## config.mk

```make
export PLATFORM = sky130hd
export DESIGN_NAME = matmul_seq_ctrl
export DESIGN_NICKNAME = d
export VERILOG_FILES = /design/src/rtl/matmul_seq_ctrl.sv
export SDC_FILE = /design/constraint.sdc
export NUM_CORES = 1
export LEC_CHECK = 0
export ABC_AREA = 1
export CORE_ASPECT_RATIO = 0.6
export CORE_MARGIN = 4
export CORE_UTILIZATION = 45
export CTS_BUF_LIST = sky130_fd_sc_hd__clkbuf_2 sky130_fd_sc_hd__clkbuf_4 sky130_fd_sc_hd__clkbuf_8
export CTS_CLUSTER_DIAMETER = 30
export DETAILED_ROUTE_END_ITERATION = 10
export GPL_TIMING_DRIVEN = 0
export PLACE_DENSITY = 0.67
export SYNTH_ARGS = -nofsm -noshare
export SYNTH_HDL_FRONTEND = slang
export SYNTH_SLANG_ARGS = --single-unit
```

## constraint.sdc

```tcl
create_clock -name clk -period 5.6 [get_ports clk]
set_input_delay 1.12 -clock clk [delete_from_list [all_inputs] [get_ports clk]]
set_output_delay 1.12 -clock clk [all_outputs]
set_load 0.005 [all_outputs]
```

## src/rtl/matmul_seq_ctrl.sv

```systemverilog
// i/j/k loop-nest sequencer for a MAC datapath.
// Issues one index triple per beat, k innermost, with accumulator clear/write strobes.
module matmul_seq_ctrl #(
  parameter int W = 16
) (
  input  logic         clk,
  input  logic         reset,
  input  logic         start,
  input  logic         abort,
  input  logic         stall,
  input  logic [W-1:0] dim_m,
  input  logic [W-1:0] dim_n,
  input  logic [W-1:0] dim_k,
  output logic [W-1:0] idx_i,
  output logic [W-1:0] idx_j,
  output logic [W-1:0] idx_k,
  output logic         mac_en,
  output logic         acc_clr,
  output logic         acc_wr,
  output logic         busy,
  output logic         done
);

  typedef enum logic [1:0] {
    S_IDLE,
    S_RUN,
    S_DONE
  } state_t;

  localparam logic [W-1:0] ONE = W'(1);

  state_t       state_q, state_d;
  logic [W-1:0] m_q, m_d;
  logic [W-1:0] n_q, n_d;
  logic [W-1:0] k_q, k_d;
  logic [W-1:0] i_q, i_d;
  logic [W-1:0] j_q, j_d;
  logic [W-1:0] kk_q, kk_d;

  logic i_last, j_last, k_last;
  logic any_zero;

  assign i_last   = (i_q  == m_q - ONE);
  assign j_last   = (j_q  == n_q - ONE);
  assign k_last   = (kk_q == k_q - ONE);
  assign any_zero = (dim_m == '0) | (dim_n == '0) | (dim_k == '0);

  assign mac_en  = (state_q == S_RUN) & ~stall & ~abort;
  assign acc_clr = mac_en & (kk_q == '0);
  assign acc_wr  = mac_en & k_last;
  assign busy    = (state_q == S_RUN) | (state_q == S_DONE);
  assign done    = (state_q == S_DONE);
  assign idx_i   = i_q;
  assign idx_j   = j_q;
  assign idx_k   = kk_q;

  always_comb begin
    state_d = state_q;
    m_d     = m_q;
    n_d     = n_q;
    k_d     = k_q;
    i_d     = i_q;
    j_d     = j_q;
    kk_d    = kk_q;
    unique case (state_q)
      S_IDLE: begin
        if (start) begin
          m_d     = dim_m;
          n_d     = dim_n;
          k_d     = dim_k;
          i_d     = '0;
          j_d     = '0;
          kk_d    = '0;
          state_d = any_zero ? S_DONE : S_RUN;
        end
      end
      S_RUN: begin
        if (abort) begin
          i_d     = '0;
          j_d     = '0;
          kk_d    = '0;
          state_d = S_IDLE;
        end else if (mac_en) begin
          if (!k_last) begin
            kk_d = kk_q + ONE;
          end else begin
            kk_d = '0;
            if (!j_last) begin
              j_d = j_q + ONE;
            end else begin
              j_d = '0;
              if (!i_last) begin
                i_d = i_q + ONE;
              end else begin
                i_d     = '0;
                state_d = S_DONE;
              end
            end
          end
        end
      end
      S_DONE: state_d = S_IDLE;
      default: state_d = S_IDLE;
    endcase
  end

  always_ff @(posedge clk or negedge reset) begin
    if (!reset) begin
      state_q <= S_IDLE;
      m_q     <= '0;
      n_q     <= '0;
      k_q     <= '0;
      i_q     <= '0;
      j_q     <= '0;
      kk_q    <= '0;
    end else begin
      state_q <= state_d;
      m_q     <= m_d;
      n_q     <= n_d;
      k_q     <= k_d;
      i_q     <= i_d;
      j_q     <= j_d;
      kk_q    <= kk_d;
    end
  end

endmodule

```

## Word level (Yosys, flattened, before mapping)

Cells that the tools add are included.

| storage, ports and cells | value |
|---|---|
| register bits | 98 |
| bits of input ports | 53 |
| output and inout bits | 53 |
| logic and storage cells | 67 |

| cells by class | value |
|---|---|
| add/subtract/negate cells | 6 |
| equal/unequal tests | 10 |
| muxes and demuxes | 24 |
| bitwise operators | 9 |
| reduce and logical (&&, ||, !) cells | 11 |

Operator list:

| kind | number |
|---|---|
| two-way mux 16 bit | 13 |
| one-hot mux 16 bit (2 select lines) | 3 |
| zero test 16 bit | 4 |
| adder 16 x 1 -> 16 bit (second input constant) | 3 |
| equality test 16 bit | 3 |
| subtractor 16 x 1 -> 16 bit (second input constant) | 3 |
| two-way mux 2 bit | 7 |
| != test 3 bit (second input constant) | 4 |
| AND reduction 5 bit | 2 |
| bitwise AND 1 bit | 4 |
| one-hot mux 2 bit (2 select lines) | 1 |
| AND reduction 4 bit | 1 |
| OR 1 bit | 3 |
| AND reduction 3 bit | 1 |
| equality test 2 x 1 -> 1 bit (second input constant) | 1 |
| equality test 2 bit (second input constant) | 1 |
| zero test 2 bit | 1 |
| != test 2 bit (second input constant) | 1 |
| inverter 1 bit | 2 |
| AND reduction 2 bit | 1 |
| nonzero test 2 bit | 1 |

## Longest topological paths before layout

Gate-level depths: netlist of run 1.

| depth | value |
|---|---|
| depth in word-level cells | 8 |
| gate-level depth with buffers | 18 |
| mapped depth without buffers | 17 |

## Worst setup path after synthesis of run 1

OpenSTA, ideal clock, no wires.

| path | value |
|---|---|
| path type | input to output |
| start | input port abort |
| end | output port acc_clr |
| data arrival time | 1.921 ns |
| required time | 4.480 ns |
| slack | 2.559 ns |
| stages on the path | 5 |
| buffers on the path | 0 |
| cell sequence | nor2_2 inv_1 nor2_1 nand3_1 nor2_1 |

| between the ends | value |
|---|---|
| longest elaborated chain between the ends | 3 |

RTL lines:

| item | line | RTL |
|---|---|---|
| from (decl) | 9 | `input logic abort,` |
| inverter 1 bit | 48 | `assign mac_en = (state_q == S_RUN) & ~stall & ~abort;` |
| bitwise AND 1 bit | 48 |  |
| net mac_en | 17 | `output logic mac_en,` |
| bitwise AND 1 bit | 49 | `assign acc_clr = mac_en & (kk_q == '0);` |
| to (decl) | 18 | `output logic acc_clr,` |

The timed path passes the listed nets, and every way through them passes these cells.

## Final worst setup path of run 1

| path | value |
|---|---|
| start | register k_q[0] |
| end | output port acc_wr |

| between the ends | value |
|---|---|
| longest elaborated chain between the ends | 3 |

RTL lines:

| item | line | RTL |
|---|---|---|
| from (decl) | 35 | `logic [W-1:0] k_q, k_d;` |
| from (signal assigned) | 120 | `k_q <= k_d;` |
| subtractor 16 x 1 -> 16 bit | 45 | `assign k_last = (kk_q == k_q - ONE);` |
| equality test 16 bit | 45 |  |
| bitwise AND 1 bit | 50 | `assign acc_wr = mac_en & k_last;` |
| to (decl) | 19 | `output logic acc_wr,` |

No other way between the ends.

==> results of run 1 <==
area by class of cell:
cell class,instances,share of cell area
multi-input combinational,809,0.481
sequential,98,0.274
timing repair buffer,105,0.119
inverter,129,0.0541
tap,209,0.0292
buffer,30,0.0193
clock buffer,9,0.0138
clock inverter,7,0.0101
placed cells by master, fill, tap and decap left out, types with 7 or more instances in the layout:
cell type        instances
xnor2_1                 15
nand3_1                 62
nand4_1                 44
clkbuf_8                 9
nand3b_1                 7
nor4_1                  20
ha_1                    10
mux2_2                  19
a21oi_1                 28
inv_1                  127
clkbuf_1                16
dfrtp_1                 98
o21ai_2                 10
o21ai_0                 17
nor2_2                  12
nor2_1                 146
o21ai_1                 21
xor2_1                  57
nand2_1                285
clkdlybuf4s50_1        103
nor3_1                  14
nor2_4                   7
critical path, cell delays in order, from the launching register on:
cell             delay, ns
dfrtp_1               0.39
inv_1                 0.23
ha_1                  0.27
inv_1                 0.07
nor2_1                0.19
nand3_1               0.21
nor2_1                0.14
nand2_1               0.06
nand2_1               0.08
inv_1                 0.04
nor4_1                0.40
nand3_1               0.22
nor2_1                0.13
clkdlybuf4s50_1       0.50
how the worst max path moves through the flow:
stage	slack, ns	endpoint	cells past startpoint
after floorplan	2.56	acc_clr	5
after global placement	-0.53	idx_j[2]	1
after detailed placement	1.44	acc_clr	7
after CTS	1.23	acc_wr	13
after global routing	0.92	acc_wr	13
final	1.18	acc_wr	13
logic make-up after synthesis:
logic type	Yosys count	share of synthesized area
DFF	98	0.331
xor gates and xnor gates	73	0.0873
muxes	19	0.0289
and+or+nand+nor	619	0.378
AOI/OAI and AO/OA	88	0.0694
buffers and inverters	159	0.0886
adders and majority gates	10	0.0169
registers in the layout, indices dropped and copies added, names as in the netlist:
signal and flops:
idx_k 16, n_q 16, idx_j 16, state_q 2
k_q 16, m_q 16, idx_i 16
routing by layer:
layer  vias to the layer above  track usage  routed length [um]
met5                         -            0                   0
met1                      3296        0.385               11700
met3                        22       0.0621                1850
li1                       3646            -                   -
met4                         0       0.0469                 260
met2                       214        0.324                8300
through the flow:
stage	util	area [um^2]	power, mW
2_1_floorplan	-	7410	2.32
3_3_place_gp	0.539	8710	2.77
3_5_place_dp	0.540	8740	2.80
4_1_cts	0.554	8950	3.33
5_1_grt	0.554	8950	3.62
6_report	0.554	8950	3.33
power by group:
group          switching, mW  internal [mW]  leakage [nW]
clock network          0.300          0.220         0.110
logic                   1.04          0.641          2.79
registers              0.232          0.893          1.25
==> results.tsv, run 1 <==
stage	metric	value	unit
status	status	finished, final reports clean	
synth	most common cell in the netlist	nand2_1	
hold_path	worst hold start	state_q[1]	
critical_path	worst reg2reg startpoint	k_q[0]	
critical_path	kind of critical path	reg -> out	
floorplan	row count	36	
drt	drt pass-1 iters	7	
timing	min Tclk post-route	4.42	ns
timing	Slew @ Worst Pin	0.807	ns
grt	GRT Util Overall	0.242	
timing	Clock Skew	0.0172	ns
clocking	CTS H-tree depth	3	
cells_and_area	Layout area overhead	20.8	%
clocking	setup bufs post-CTS	0	
timing	setup ws final	1.18	ns
pwr	power density over the cells	371	nW/um^2
drt	routed vias	7178	
grt	largest net degree at the start of global routing	52	
critical_path	crit end category	output port	
timing	final worst path period share	0.790	
place	Detailed Place HPWL	17.9	mm
critical_path	r2r worst-path depth	18	
place	Buffers on Ports	104	
hold_path	Hold Path Sink	state_q[1]	
grt	Congestion Overflow GR	0	
clocking	clk slew on worst S/H paths	0.11	ns
clocking	clock tree buffer depth	2	
clocking	number of CTS-inserted buffers	9	
synth	leading area contributor after synthesis	dfrtp_1	
critical_path	crit start category	flop	
synth	syn avg cell area	6.95	um^2
synth	most frequent cells after synthesis	285 x nand2_1, 146 x nor2_1, 127 x inv_1	
timing	WHS	0.537	ns
cells_and_area	Reg area	2450	um^2
drt	DRC viols	0	
drt	remaining antenna violation count	0	
timing	FMAX	0.226	GHz
synth	Cells after Synth	1066	
synth	FF+latch count, synth	98	
grt	vias in the first global route	6697	
critical_path	reg2reg setup slack	2.85	ns
place	DP Worst Slack	1.44	ns
synth	top cells by area, synth	dfrtp_1 33%, nand2_1 14%, nor2_1 7.4%, xor2_1 6.7%, inv_1 6.4%	
drt	Post-Route WL	22.1	mm
clocking	post-cts resize count	0	
pwr	worst vdd ir	0.179	mV
hold_path	hold depth	2	
synth	Unique masters post-synth	44	
drt	Vias/cell	5.14	
floorplan	die height	107	um
floorplan	Initial Utilization	0.458	
clocking	clk sink count	98	
place	Placed Cells	1380	
floorplan	core area	16200	um^2
synth	Syn. warnings	0	
clocking	CTS tree	done	
synth	mapped cell area	7410	um^2
cells_and_area	Filler Cells Inserted	1589	
cells_and_area	multi-input logic area	4300	um^2
run	max_cap viols	0	
critical_path	Req. time, crit path	4.48	ns
floorplan	Die W	174	um
drt	Routed WL per cell	15.8	um
clocking	latest clock arrival within the worst-skew pair	0.39	ns
timing	Max-slew headroom	0.462	
synth	predominant post-synthesis flop cell	dfrtp_1	
cells_and_area	layout net count	1245	
synth	sequential-to-total area share from yosys stat	0.331	
floorplan	Boundary Pins	106	
grt	global-route wire length before repair	36.0	mm
timing	fin. max-slew vios	0	
critical_path	CP arrival	3.30	ns
timing	# setup viols final	0	
timing	unrepaired setup endpoints after global routing	no	
critical_path	Worst Path Max Fanout	7	
cells_and_area	Non-Filler Instances	1396	
critical_path	crit path from	k_q[0]	
floorplan	Die ar.	18700	um^2
drt	Iter 0 DRT Violations	581	
place	gpl congestion	0.974	
synth	synthesized net count	1129	
critical_path	reg2reg end	idx_j[14]	
synth	ys async rst share	1.00	
cells_and_area	ANT cells	0	
clocking	CTS Hold Buffers Added	0	
cells_and_area	layout cells sized above 1	0.0834	
hold_path	Hold Crit Class	reg -> reg	
timing	Final Hold Viols	0	
timing	setup TNS	0	ns
clocking	CTS root buf	clkbuf_8	
pwr	Static Leak	4.15	nW
grt	antenna violations before repair	0	
synth	top-area cell type share of the netlist area	0.331	
synth	EDFF count, synth	0	
(Power assumes the default switching activity.)
==> run 2, diff against run 1 <==
Clock period 5.6 ns to 4.5 ns, I/O delays scaled along.
==> results of run 2 <==
Same layout as run 1 (identical final DEF). Status: finished, final reports clean.
Among the figures that moved: setup slack after placement 1.44 ns -> 0.776 ns; clock-pin slew on the worst setup and hold paths 0.11 ns -> 0.12 ns; setup slack after layout 1.18 ns -> 0.298 ns; hold slack 0.537 ns -> 0.514 ns; register-to-register setup slack 2.85 ns -> 1.75 ns; total power 3.33 mW -> 4.14 mW; worst IR drop on VDD 0.179 mV -> 0.223 mV
